## src/rtl/mem_request_sequencer.sv

```systemverilog
// mem_request_sequencer
// Initiator-side front end for the unified Memory block. Takes one load/store
// request at a time from the MEM stage, issues it to Memory as one aligned beat
// or as a run of little-endian BYTE beats (misaligned HALFWORD/WORD), reassembles
// and extends split loads, and returns the result over a response handshake.
//
// Mode encoding (MemoryModesPackage): NONE=0, BYTE=1, HALFWORD=2, WORD=3,
// WORDLEFT=4, WORDRIGHT=5. WORDLEFT/WORDRIGHT are passed through as one beat.
//
// Ports
//   clk, rst                     clock, synchronous active-high reset
//   reqValid/reqReady            request handshake (reqReady only in IDLE)
//   reqWrite, reqMode,           request payload: store flag, access mode,
//   reqUnsigned, reqAddress,     zero-extend flag, byte address,
//   reqData                      right-justified store data
//   respValid/respReady          response handshake
//   respData, respError          load result (0 for stores), misaligned reject
//   address, data, writeMode,    registered beat presented to Memory
//   readMode, unsignedLoad
//   dataOutput                   Memory read data, valid the cycle after a beat
module mem_request_sequencer #(
  parameter int unsigned ALLOW_MISALIGNED = 1,
  parameter int unsigned ADDR_W           = 32
) (
  input  logic              clk,
  input  logic              rst,
  input  logic              reqValid,
  output logic              reqReady,
  input  logic              reqWrite,
  input  logic [2:0]        reqMode,
  input  logic              reqUnsigned,
  input  logic [ADDR_W-1:0] reqAddress,
  input  logic [31:0]       reqData,
  output logic              respValid,
  input  logic              respReady,
  output logic [31:0]       respData,
  output logic              respError,
  output logic [ADDR_W-1:0] address,
  output logic [31:0]       data,
  output logic [2:0]        writeMode,
  output logic [2:0]        readMode,
  output logic              unsignedLoad,
  input  logic [31:0]       dataOutput
);

  localparam logic [2:0] MODE_NONE     = 3'd0;
  localparam logic [2:0] MODE_BYTE     = 3'd1;
  localparam logic [2:0] MODE_HALFWORD = 3'd2;
  localparam logic [2:0] MODE_WORD     = 3'd3;

  typedef enum logic [1:0] {IDLE, ISSUE, WAIT, RESP} stateT;

  stateT             state;
  logic              reqWriteQ;
  logic [2:0]        reqModeQ;
  logic              reqUnsignedQ;
  logic [ADDR_W-1:0] reqAddressQ;
  logic [31:0]       reqDataQ;
  logic              splitQ;
  logic [1:0]        lastBeat;
  logic [1:0]        beatIdx;
  logic [31:0]       asm;

  // Request decode at acceptance
  logic       reqMisaligned;
  logic       acceptNone;
  logic       acceptSplit;
  logic       acceptReject;
  logic [1:0] acceptLast;

  always_comb begin
    reqMisaligned = 1'b0;
    if (reqMode == MODE_HALFWORD) begin
      reqMisaligned = reqAddress[0];
    end else if (reqMode == MODE_WORD) begin
      reqMisaligned = (reqAddress[1:0] != 2'b00);
    end
    acceptNone   = (reqMode == MODE_NONE);
    acceptSplit  = reqMisaligned && (ALLOW_MISALIGNED != 0);
    acceptReject = reqMisaligned && (ALLOW_MISALIGNED == 0);
    acceptLast   = 2'd0;
    if (acceptSplit) begin
      acceptLast = (reqMode == MODE_WORD) ? 2'd3 : 2'd1;
    end
  end

  // Next beat to present: beat 0 comes straight from the request inputs,
  // later beats from the latched copy.
  logic              srcWrite;
  logic [2:0]        srcMode;
  logic              srcUnsigned;
  logic [ADDR_W-1:0] srcAddress;
  logic [31:0]       srcData;
  logic              srcSplit;
  logic [1:0]        beatK;
  logic [7:0]        beatByte;
  logic [ADDR_W-1:0] beatAddress;
  logic [31:0]       beatData;
  logic [2:0]        beatMode;
  logic              beatUnsigned;
  logic              launchBeat;

  always_comb begin
    srcWrite    = reqWriteQ;
    srcMode     = reqModeQ;
    srcUnsigned = reqUnsignedQ;
    srcAddress  = reqAddressQ;
    srcData     = reqDataQ;
    srcSplit    = splitQ;
    beatK       = beatIdx + 2'd1;
    if (state == IDLE) begin
      srcWrite    = reqWrite;
      srcMode     = reqMode;
      srcUnsigned = reqUnsigned;
      srcAddress  = reqAddress;
      srcData     = reqData;
      srcSplit    = acceptSplit;
      beatK       = 2'd0;
    end
    beatByte = 8'(srcData >> {beatK, 3'b000});
    if (srcSplit) begin
      beatAddress  = srcAddress + ADDR_W'(beatK);
      beatData     = {24'd0, beatByte};
      beatMode     = MODE_BYTE;
      beatUnsigned = 1'b1;
    end else begin
      beatAddress  = srcAddress;
      beatData     = srcData;
      beatMode     = srcMode;
      beatUnsigned = srcUnsigned;
    end
    launchBeat = ((state == IDLE) && reqValid && !acceptNone && !acceptReject) ||
                 ((state == ISSUE) && (beatIdx != lastBeat));
  end

  // Byte reassembly: in ISSUE the previous beat's data arrives, in WAIT the last.
  logic [1:0]  capIdx;
  logic [31:0] asmNext;
  logic [31:0] loadResult;

  always_comb begin
    capIdx  = (state == WAIT) ? beatIdx : beatIdx - 2'd1;
    asmNext = asm;
    asmNext[{capIdx, 3'b000} +: 8] = dataOutput[7:0];
    if (!splitQ) begin
      loadResult = dataOutput;
    end else if (reqModeQ == MODE_HALFWORD) begin
      loadResult = reqUnsignedQ ? {16'd0, asmNext[15:0]} : {{16{asmNext[15]}}, asmNext[15:0]};
    end else begin
      loadResult = asmNext;
    end
  end

  // Sequencer state, response and Memory-side registers
  always_ff @(posedge clk) begin
    if (rst) begin
      state        <= IDLE;
      reqReady     <= 1'b1;
      respValid    <= 1'b0;
      respData     <= '0;
      respError    <= 1'b0;
      address      <= '0;
      data         <= '0;
      writeMode    <= MODE_NONE;
      readMode     <= MODE_NONE;
      unsignedLoad <= 1'b0;
      reqWriteQ    <= 1'b0;
      reqModeQ     <= MODE_NONE;
      reqUnsignedQ <= 1'b0;
      reqAddressQ  <= '0;
      reqDataQ     <= '0;
      splitQ       <= 1'b0;
      lastBeat     <= 2'd0;
      beatIdx      <= 2'd0;
      asm          <= '0;
    end else begin
      case (state)
        IDLE: begin
          if (reqValid && reqReady) begin
            reqWriteQ    <= reqWrite;
            reqModeQ     <= reqMode;
            reqUnsignedQ <= reqUnsigned;
            reqAddressQ  <= reqAddress;
            reqDataQ     <= reqData;
            splitQ       <= acceptSplit;
            lastBeat     <= acceptLast;
            beatIdx      <= 2'd0;
            asm          <= '0;
            reqReady     <= 1'b0;
            if (acceptNone || acceptReject) begin
              state     <= RESP;
              respValid <= 1'b1;
              respData  <= '0;
              respError <= acceptReject;
            end else begin
              state <= ISSUE;
            end
          end
        end
        ISSUE: begin
          if (!reqWriteQ && (beatIdx != 2'd0)) begin
            asm <= asmNext;
          end
          if (beatIdx == lastBeat) begin
            if (reqWriteQ) begin
              state     <= RESP;
              respValid <= 1'b1;
              respData  <= '0;
            end else begin
              state <= WAIT;
            end
          end else begin
            beatIdx <= beatIdx + 2'd1;
          end
        end
        WAIT: begin
          state     <= RESP;
          respValid <= 1'b1;
          respData  <= loadResult;
        end
        RESP: begin
          if (respReady) begin
            state     <= IDLE;
            reqReady  <= 1'b1;
            respValid <= 1'b0;
            respData  <= '0;
            respError <= 1'b0;
          end
        end
        default: state <= IDLE;
      endcase

      // Memory sees NONE/0 in every cycle without a beat
      if (launchBeat) begin
        address      <= beatAddress;
        data         <= beatData;
        writeMode    <= srcWrite ? beatMode : MODE_NONE;
        readMode     <= srcWrite ? MODE_NONE : beatMode;
        unsignedLoad <= beatUnsigned;
      end else begin
        address      <= '0;
        data         <= '0;
        writeMode    <= MODE_NONE;
        readMode     <= MODE_NONE;
        unsignedLoad <= 1'b0;
      end
    end
  end

endmodule
```

## config.mk

```make
export PLATFORM = sky130hd
export DESIGN_NAME = mem_request_sequencer
export DESIGN_NICKNAME = d
export VERILOG_FILES = /design/src/rtl/mem_request_sequencer.sv
export SDC_FILE = /design/constraint.sdc
export NUM_CORES = 1
export LEC_CHECK = 0
export ABC_AREA = 1
export CAP_MARGIN = 20
export CORE_MARGIN = 1.5
export CORE_UTILIZATION = 40
export CTS_BUF_LIST = sky130_fd_sc_hd__clkbuf_2
export CTS_CLUSTER_SIZE = 14
export DETAILED_ROUTE_END_ITERATION = 10
export GPL_TIMING_DRIVEN = 0
export SLEW_MARGIN = 0
export SYNTH_ARGS = -nofsm -noshare
export SYNTH_HDL_FRONTEND = slang
export SYNTH_SLANG_ARGS = --single-unit
```

## constraint.sdc

```tcl
create_clock -name clk -period 3.55 [get_ports clk]
set_input_delay 0.71 -clock clk [delete_from_list [all_inputs] [get_ports clk]]
set_output_delay 0.71 -clock clk [all_outputs]
set_load 0.01 [all_outputs]
```

==> flow_summary.toml, run 1 <==
[sta]
hold_violations = 0
min_period_ns = 3.34
fin_skew_ns = 0.0781
max_freq_ghz = 0.300
maxSlewViolCount = 0
finalCritPeriodShare_pct = 94.0
setup_violations = 0
rsz0062_at_grt = "false"
slew_headroom_pct = 53.1
worstMarginPinSlew_ns = 0.704

[detailed_routing]
firstDrtPassIters = 6
wire_per_inst_um = 17.1
ant_nets = 0
via_per_inst = 5.13
drt-initial-drc-count = 942
wl_um = 36100
drc = 0
vias = 10900

[worst_setup_path]
startpoint_type = "flop"
cp-end-kind = "flop"
r2r_end = "respData[17]"
crit_path_start = "state[0]"
cp_slowest_cell = "xor2_2"
crit_end = "respData[17]"
worstSetupPathType = "reg2reg"
worstPathCellList = "inv_1 -> ha_1 -> xor2_2 -> ha_1 -> buf_2 -> nor3_2 -> nand3_1 -> nand2_1 -> nand2_1 -> nand2_2 -> buf_4 -> nand2_1 -> nand2_1 -> nand2_1 -> a21oi_1"
path_common_cell = "nand2_1"
r2r_cells = 15
worstPathArrival_ns = 4.11
slowest_delay_ns = 0.56
crit_required_ns = 4.32
rr_startpoint = "state[0]"
rrSetupSlack_ns = 0.21
critPathMaxFanout = 12

[cts]
clockBufferDepth = 3
clk_pin_slew_ns = 0.11
cts_setup_buffers = 0
cts-root-buf = "clkbuf_2"
numCtsBuffers = 56
cts.sinks = 212
cts_tree = "built"
h-tree-depth = 2
clock_latency_ns = 0.88
ctsHoldBuffers = 0

[global_route]
grt_max_degree = 15
grt_pass1_vias = 10400
gr-max-usage-layer = "met2"
grt_pass1_wl_um = 54700
grtUsageTotal_pct = 26.2
grt_use_met3_pct = 4.67
grt_util_met1_pct = 32.4
grt_antenna_before_repair = 1
met2_usage_pct = 44.9
overflow = 0

[placed_design]
place.gp.congestion = 0.917
port_buffers = 208
dp_hpwl_um = 27700

[pwr]
power_density_nw_per_um2 = 880
p_int_mw = 6.03
seq_power_share_pct = 27.1
power_mw = 11.9
comb_power_share_pct = 59.2
irDropWorstVdd_v = 0.000551
switching_share_pct = 49.5
power_switching_mw = 5.92
leakagePower_nw = 5.49
clkPwrFrac_pct = 13.7

[synthesis]
ys_ff_latch = 212
synthArstFlopShare_pct = 0
yosysMostFrequentCell = "nand2_1"
synth_edf_count = 0
ys_types = 46
synth_nets = 1591
yosys-top-cells-count = "nand2_1 (314), dfxtp_1 (212), nor2_1 (177), a21oi_1 (159), o21ai_0 (142)"
ys.flop_type = "dfxtp_1"
syn_area_um2 = 10600
netlist_top_cells_area = "dfxtp_1 (40%), nand2_1 (11%), a21oi_1 (7.5%)"
synth_top_cell_area_share_pct = 40.2
postSynthCellCount = 1473
synth.avg_cell_area_um2 = 7.18
yosysTopAreaCell = "dfxtp_1"
yosysWarnings = 0
ys_seq_area_share_pct = 40.2

[hold_path]
hold_class = "reg2reg"

[cells_and_area]
fill_cells = 2649
final_util_pct = 52.2
nets = 1856
drive_gt1_share_pct = 12.5
areaGrowthSynthToFinish_pct = 28.4

[status]
status = "finished, final reports clean"

[floorplanning]
die_width_um = 166
num_rows = 59
io_pins = 211
initial_core_util_pct = 40.7
die_h_um = 166
die-area_um2 = 27400
core_um2 = 26000

[job]
drv_cap = 0
[registers in the layout (all words and copies together), names as in the netlist]
register and cells:
respValid 1, asm 32, readMode 3, data 32, lastBeat 2, state 2
reqWriteQ 1, reqAddressQ 32, reqDataQ 32, respData 32, writeMode 3, reqReady 1
beatIdx 2, reqUnsignedQ 1, unsignedLoad 1, reqModeQ 3, address 32
[power by group through the flow]
| stage | Sequential [mW] | Clock (mW) | Combinational [mW] |
|---|---|---|---|
| after floorplan | 3.39 | 0 | 4.45 |
| after detailed placement | 3.29 | 0 | 6.96 |
| after global routing | 3.29 | 1.81 | 7.76 |
| after global placement | 3.28 | 0 | 6.93 |
| after CTS | 3.24 | 1.69 | 7.02 |
| final | 3.23 | 1.63 | 7.07 |
[worst min-delay path by stage]
stage | start | cells after the start | endpoint | slack, ns
after floorplan | reqAddressQ[14] | 2 | reqAddressQ[14] | 0.43
after detailed placement | reqDataQ[5] | 2 | reqDataQ[5] | 0.45
after CTS | reqAddress[0] | 3 | reqAddressQ[0] | 0.37
after global routing | reqData[30] | 3 | data[30] | 0.40
after global placement | reqAddressQ[27] | 2 | reqAddressQ[27] | 0.44
final | reqAddressQ[29] | 2 | reqAddressQ[29] | 0.46
[area by class of cell]
cell class | count | area (µm²) | share of cell area, %
Inverter | 131 | 499 | 3.68
Buffer | 89 | 488 | 3.59
Antenna cell | 2 | 5.00 | 0.0369
Clock buffer | 83 | 415 | 3.06
Sequential cell | 212 | 4250 | 31.3
Multi-Input combinational cell | 1040 | 5360 | 39.5
Clock inverter | 16 | 61.3 | 0.452
Timing Repair Buffer | 208 | 2080 | 15.3
Tap cell | 335 | 419 | 3.09
[cell families (layout without fill, tap and decap cells)]
| family | count (synthesis) | in the layout | share of synthesized area, % |
|---|---|---|---|
| and+or+nand+nor | 619 | 619 | 26.4 |
| AOI/OAI and AO/OA | 394 | 394 | 21.3 |
| buffers and inverters | 221 | 527 | 9.33 |
| DFF | 212 | 212 | 40.2 |
| adders and majority gates | 13 | 13 | 1.61 |
| muxes | 8 | 8 | 0.758 |
| xor gates and xnor gates | 5 | 5 | 0.485 |
| other | 1 | 3 | 0.0355 |
[metal layers]
metal | wire (µm) | share of wire [%] | up-vias
li1 | - | - | 5399
met1 | 15300 | 42 | 4970
met3 | 2300 | 6.4 | 91
met4 | 1160 | 3.2 | 0
met5 | 0 | 0 | -
met2 | 17400 | 48 | 390
[per-stage QoR]
step | std cells | setup TNS [ns] | hold WS [ns] | instance area (µm²) | setup slack (ns)
2_1_floorplan | 1473 | 0 | 0.429 | 10600 | 0.323
3_3_place_gp | 2016 | -22.97 | 0.439 | 13100 | -0.819
3_5_place_dp | 2016 | -22.30 | 0.447 | 13100 | -0.817
4_1_cts | 2114 | 0 | 0.372 | 13600 | 0.00106
5_1_grt | 2116 | 0 | 0.403 | 13600 | 0.00432
6_report | 2116 | 0 | 0.458 | 13600 | 0.212
[repair_timing]
item | in CTS | in global routing
gates resized for setup | 6 | 5
endpoints found under the setup margin | 64 | 12
pin swaps | 0 | 1
[critical path: cells and delay by family (launching register included)]
family / cells / cell delay [ns]
buffers and inverters: 3 / 0.45
AO/OA/AOI/OAI: 1 / 0.12
XOR/XNOR: 1 / 0.56
AND/OR/NAND/NOR: 8 / 1.09
flip-flops: 1 / 0.41
adder cells (fa/ha/maj): 2 / 0.64
[placed cells by master, fill, tap and decap left out, drive strengths merged, types with 12 or more instances in the layout]
cell           count
nand2            340
dfxtp            212
clkdlybuf4s50    208
nor2             200
o21ai            172
a21oi            160
inv              131
clkbuf           131
nand3             43
buf               41
o211ai            25
a211oi            21
clkinv            16
nor3              15
nand4             14
ha                12
Note: power is estimated with default switching activity, not from simulation.
==> inputs of run 2 (changes only) <==
--- a/config.mk
+++ b/config.mk
@@ -6,7 +6,6 @@
 export NUM_CORES = 1
 export LEC_CHECK = 0
 export ABC_AREA = 1
-export CAP_MARGIN = 20
 export CORE_MARGIN = 1.5
 export CORE_UTILIZATION = 40
 export CTS_BUF_LIST = sky130_fd_sc_hd__clkbuf_2
==> results of run 2 <==
No change in the layout: final DEF, timing and power equal those of run 1.
==> inputs of run 3 (changes only) <==
--- a/config.mk
+++ b/config.mk
@@ -6,12 +6,12 @@
 export NUM_CORES = 1
 export LEC_CHECK = 0
 export ABC_AREA = 1
-export CORE_MARGIN = 1.5
+export CORE_MARGIN = 5
 export CORE_UTILIZATION = 40
-export CTS_BUF_LIST = sky130_fd_sc_hd__clkbuf_2
 export CTS_CLUSTER_SIZE = 14
 export DETAILED_ROUTE_END_ITERATION = 10
 export GPL_TIMING_DRIVEN = 0
+export PLACE_DENSITY_LB_ADDON = 0.2
 export SLEW_MARGIN = 0
 export SYNTH_ARGS = -nofsm -noshare
 export SYNTH_HDL_FRONTEND = slang
==> run 3 against run 2 <==
Effect of this change: flip-flop and latch count unchanged; sequential share of layout area down 0.70 points; power up 6.5%; global-route usage down 3.7 points; final area up 2.3%; via count down 1.4%; first-iteration DRC count down 15%; sequential power about the same; critical path type unchanged; highest routed layer unchanged.
==> flow_summary.toml, run 3 (synthesis gave the netlist of run 1 again) <==
[status]
status = "finished, final reports clean"

[worst_setup_path]
slowest_delay_ns = 0.40
critPathTopFamily = "buffers and inverters"
worstPathCellList = "inv_1 -> ha_1 -> buf_6 -> buf_12 -> buf_8 -> buf_4 -> o21ai_1 -> ha_1 -> inv_1 -> fa_1 -> inv_1 -> nand3_4 -> nor2_4 -> nand3_1 -> nor2_1 -> nand3_1 -> nand2_1 -> nand2_1 -> nor2_1"
rr_startpoint = "state[0]"
critPathMaxFanout = 10
startpoint_type = "flop"
worstSetupPathType = "reg2reg"
rrSetupSlack_ns = 0.32
crit_buf_inv = 7
worstPathArrival_ns = 3.68
crit_required_ns = 4.00
cp-end-kind = "flop"
crit_path_start = "state[0]"
cp_slowest_cell = "fa_1"
path_common_cell = "inv_1"

[sta]
fin_ws_ns = 0.315
slew_headroom_pct = 53.8
finalCritPeriodShare_pct = 91.1
rsz0062_at_grt = "false"
maxSlewViolCount = 0
max_freq_ghz = 0.309
hold_violations = 0
min_period_ns = 3.23
fin_skew_ns = 0.0182
finalSetupTns_ns = 0
setup_violations = 0
worstMarginPinSlew_ns = 0.693

[placed_design]
place.gp.congestion = 0.944
dp.cells = 2016
dp_hpwl_um = 26900
dp_slack_ns = -0.584
port_buffers = 208

[detailed_routing]
firstDrtPassIters = 5
ant_nets = 0
wl_um = 35100
drt-initial-drc-count = 805
wire_per_inst_um = 17.0
drc = 0
vias = 10700
via_per_inst = 5.19

[cells_and_area]
layout_common_cells = "nand2_1 (314), dfxtp_1 (211), clkdlybuf4s50_1 (208)"
multi_input_area_um2 = 5350
seq_area_um2 = 4250
mostFrequentLayoutCell = "nand2_1"
fill_cells = 2515
final_util_pct = 53.3
final_cells = 2061
drive_gt1_share_pct = 10.2
nets = 1824
areaGrowthSynthToFinish_pct = 31.4

[floorplanning]
die_h_um = 173
io_pins = 211
initial_core_util_pct = 40.6
core_um2 = 26100
die-area_um2 = 29800
num_rows = 59
die_width_um = 173

[hold_path]
hold_class = "reg2reg"
min_from = "reqDataQ[6]"

[global_route]
grt_antenna_before_repair = 2
grtUsageTotal_pct = 22.5
grt_pass1_vias = 10200
overflow = 0
grt_pass1_wl_um = 55200
grt_max_degree = 14

[cts]
clk_pin_slew_ns = 0.06
clockBufferDepth = 3
cts.sinks = 212
numCtsBuffers = 24
cts_tree = "built"
cts_setup_buffers = 0
clock_latency_ns = 0.52
ctsHoldBuffers = 0
h-tree-depth = 1
cts-root-buf = "clkbuf_16"

[pwr]
irDropWorstVdd_v = 0.000435
leakagePower_nw = 5.51
power_density_nw_per_um2 = 916

[job]
drv_cap = 0
run 3: changes by cell type in the layout (fill, tap and decap cells not counted), sizes merged:
cell	previous run	this run
buf	41	42
clkbuf	131	80
clkinvlp	0	1
inv	131	129
clkinv	16	10
bufinv	0	2
run 3: power breakdown:
part,internal [mW],switching [mW],total (mW)
Combinational,2.41,4.57,6.98
Clock,1.50,1.01,2.50
Sequential,2.98,0.253,3.23
run 3: cell type report:
cell class / instances / share of cell area (%)
tap: 335 / 3.02
timing repair buffer: 208 / 15.0
inverter: 131 / 3.60
clock buffer: 33 / 4.94
antenna: 2 / 0.0360
buffer: 89 / 3.51
sequential: 212 / 30.6
multi-input combinational: 1040 / 38.5
clock inverter: 11 / 0.802
run 3: per-layer routing:
| metal | share of wire, % | GRT usage [%] | vias up | wire length (µm) |
|---|---|---|---|---|
| met5 | 0 | 0 | - | 0 |
| met4 | 3.3 | 7.53 | 0 | 1160 |
| met3 | 6.5 | 3.08 | 80 | 2270 |
| met2 | 49 | 39.1 | 365 | 17000 |
| met1 | 42 | 28.8 | 4964 | 14600 |
| li1 | - | - | 5293 | - |
run 3: per-stage QoR:
stage,power [mW],hold WS [ns],instance area (µm²)
final,12.7,0.451,13900
after CTS,12.7,0.454,13900
after global placement,10.1,0.438,13100
after global routing,13.6,0.467,13900
after floorplan,7.84,0.429,10600
after detailed placement,10.2,0.445,13100
run 3: repair_timing:
item / 4_1_cts / 5_1_grt
hold endpoints to repair: 0 / 0
gates cloned: 0 / 0
endpoints found under the setup margin: 60 / 23
gates resized for setup: 4 / 7
run 3: final timing paths:
path / endpoint / cells after the start
setup reg to reg: address[28] / 19
hold reg to reg: reqDataQ[6] / 2
setup / recovery: address[28] / 19
hold / removal: reqDataQ[6] / 2
run 3: worst min-delay path: cells and delay by family, from the launching register on:
family                 cells  cell delay [ns]
flip-flops                 1             0.30
buffers and inverters      1             0.06
AO/OA/AOI/OAI              1             0.05
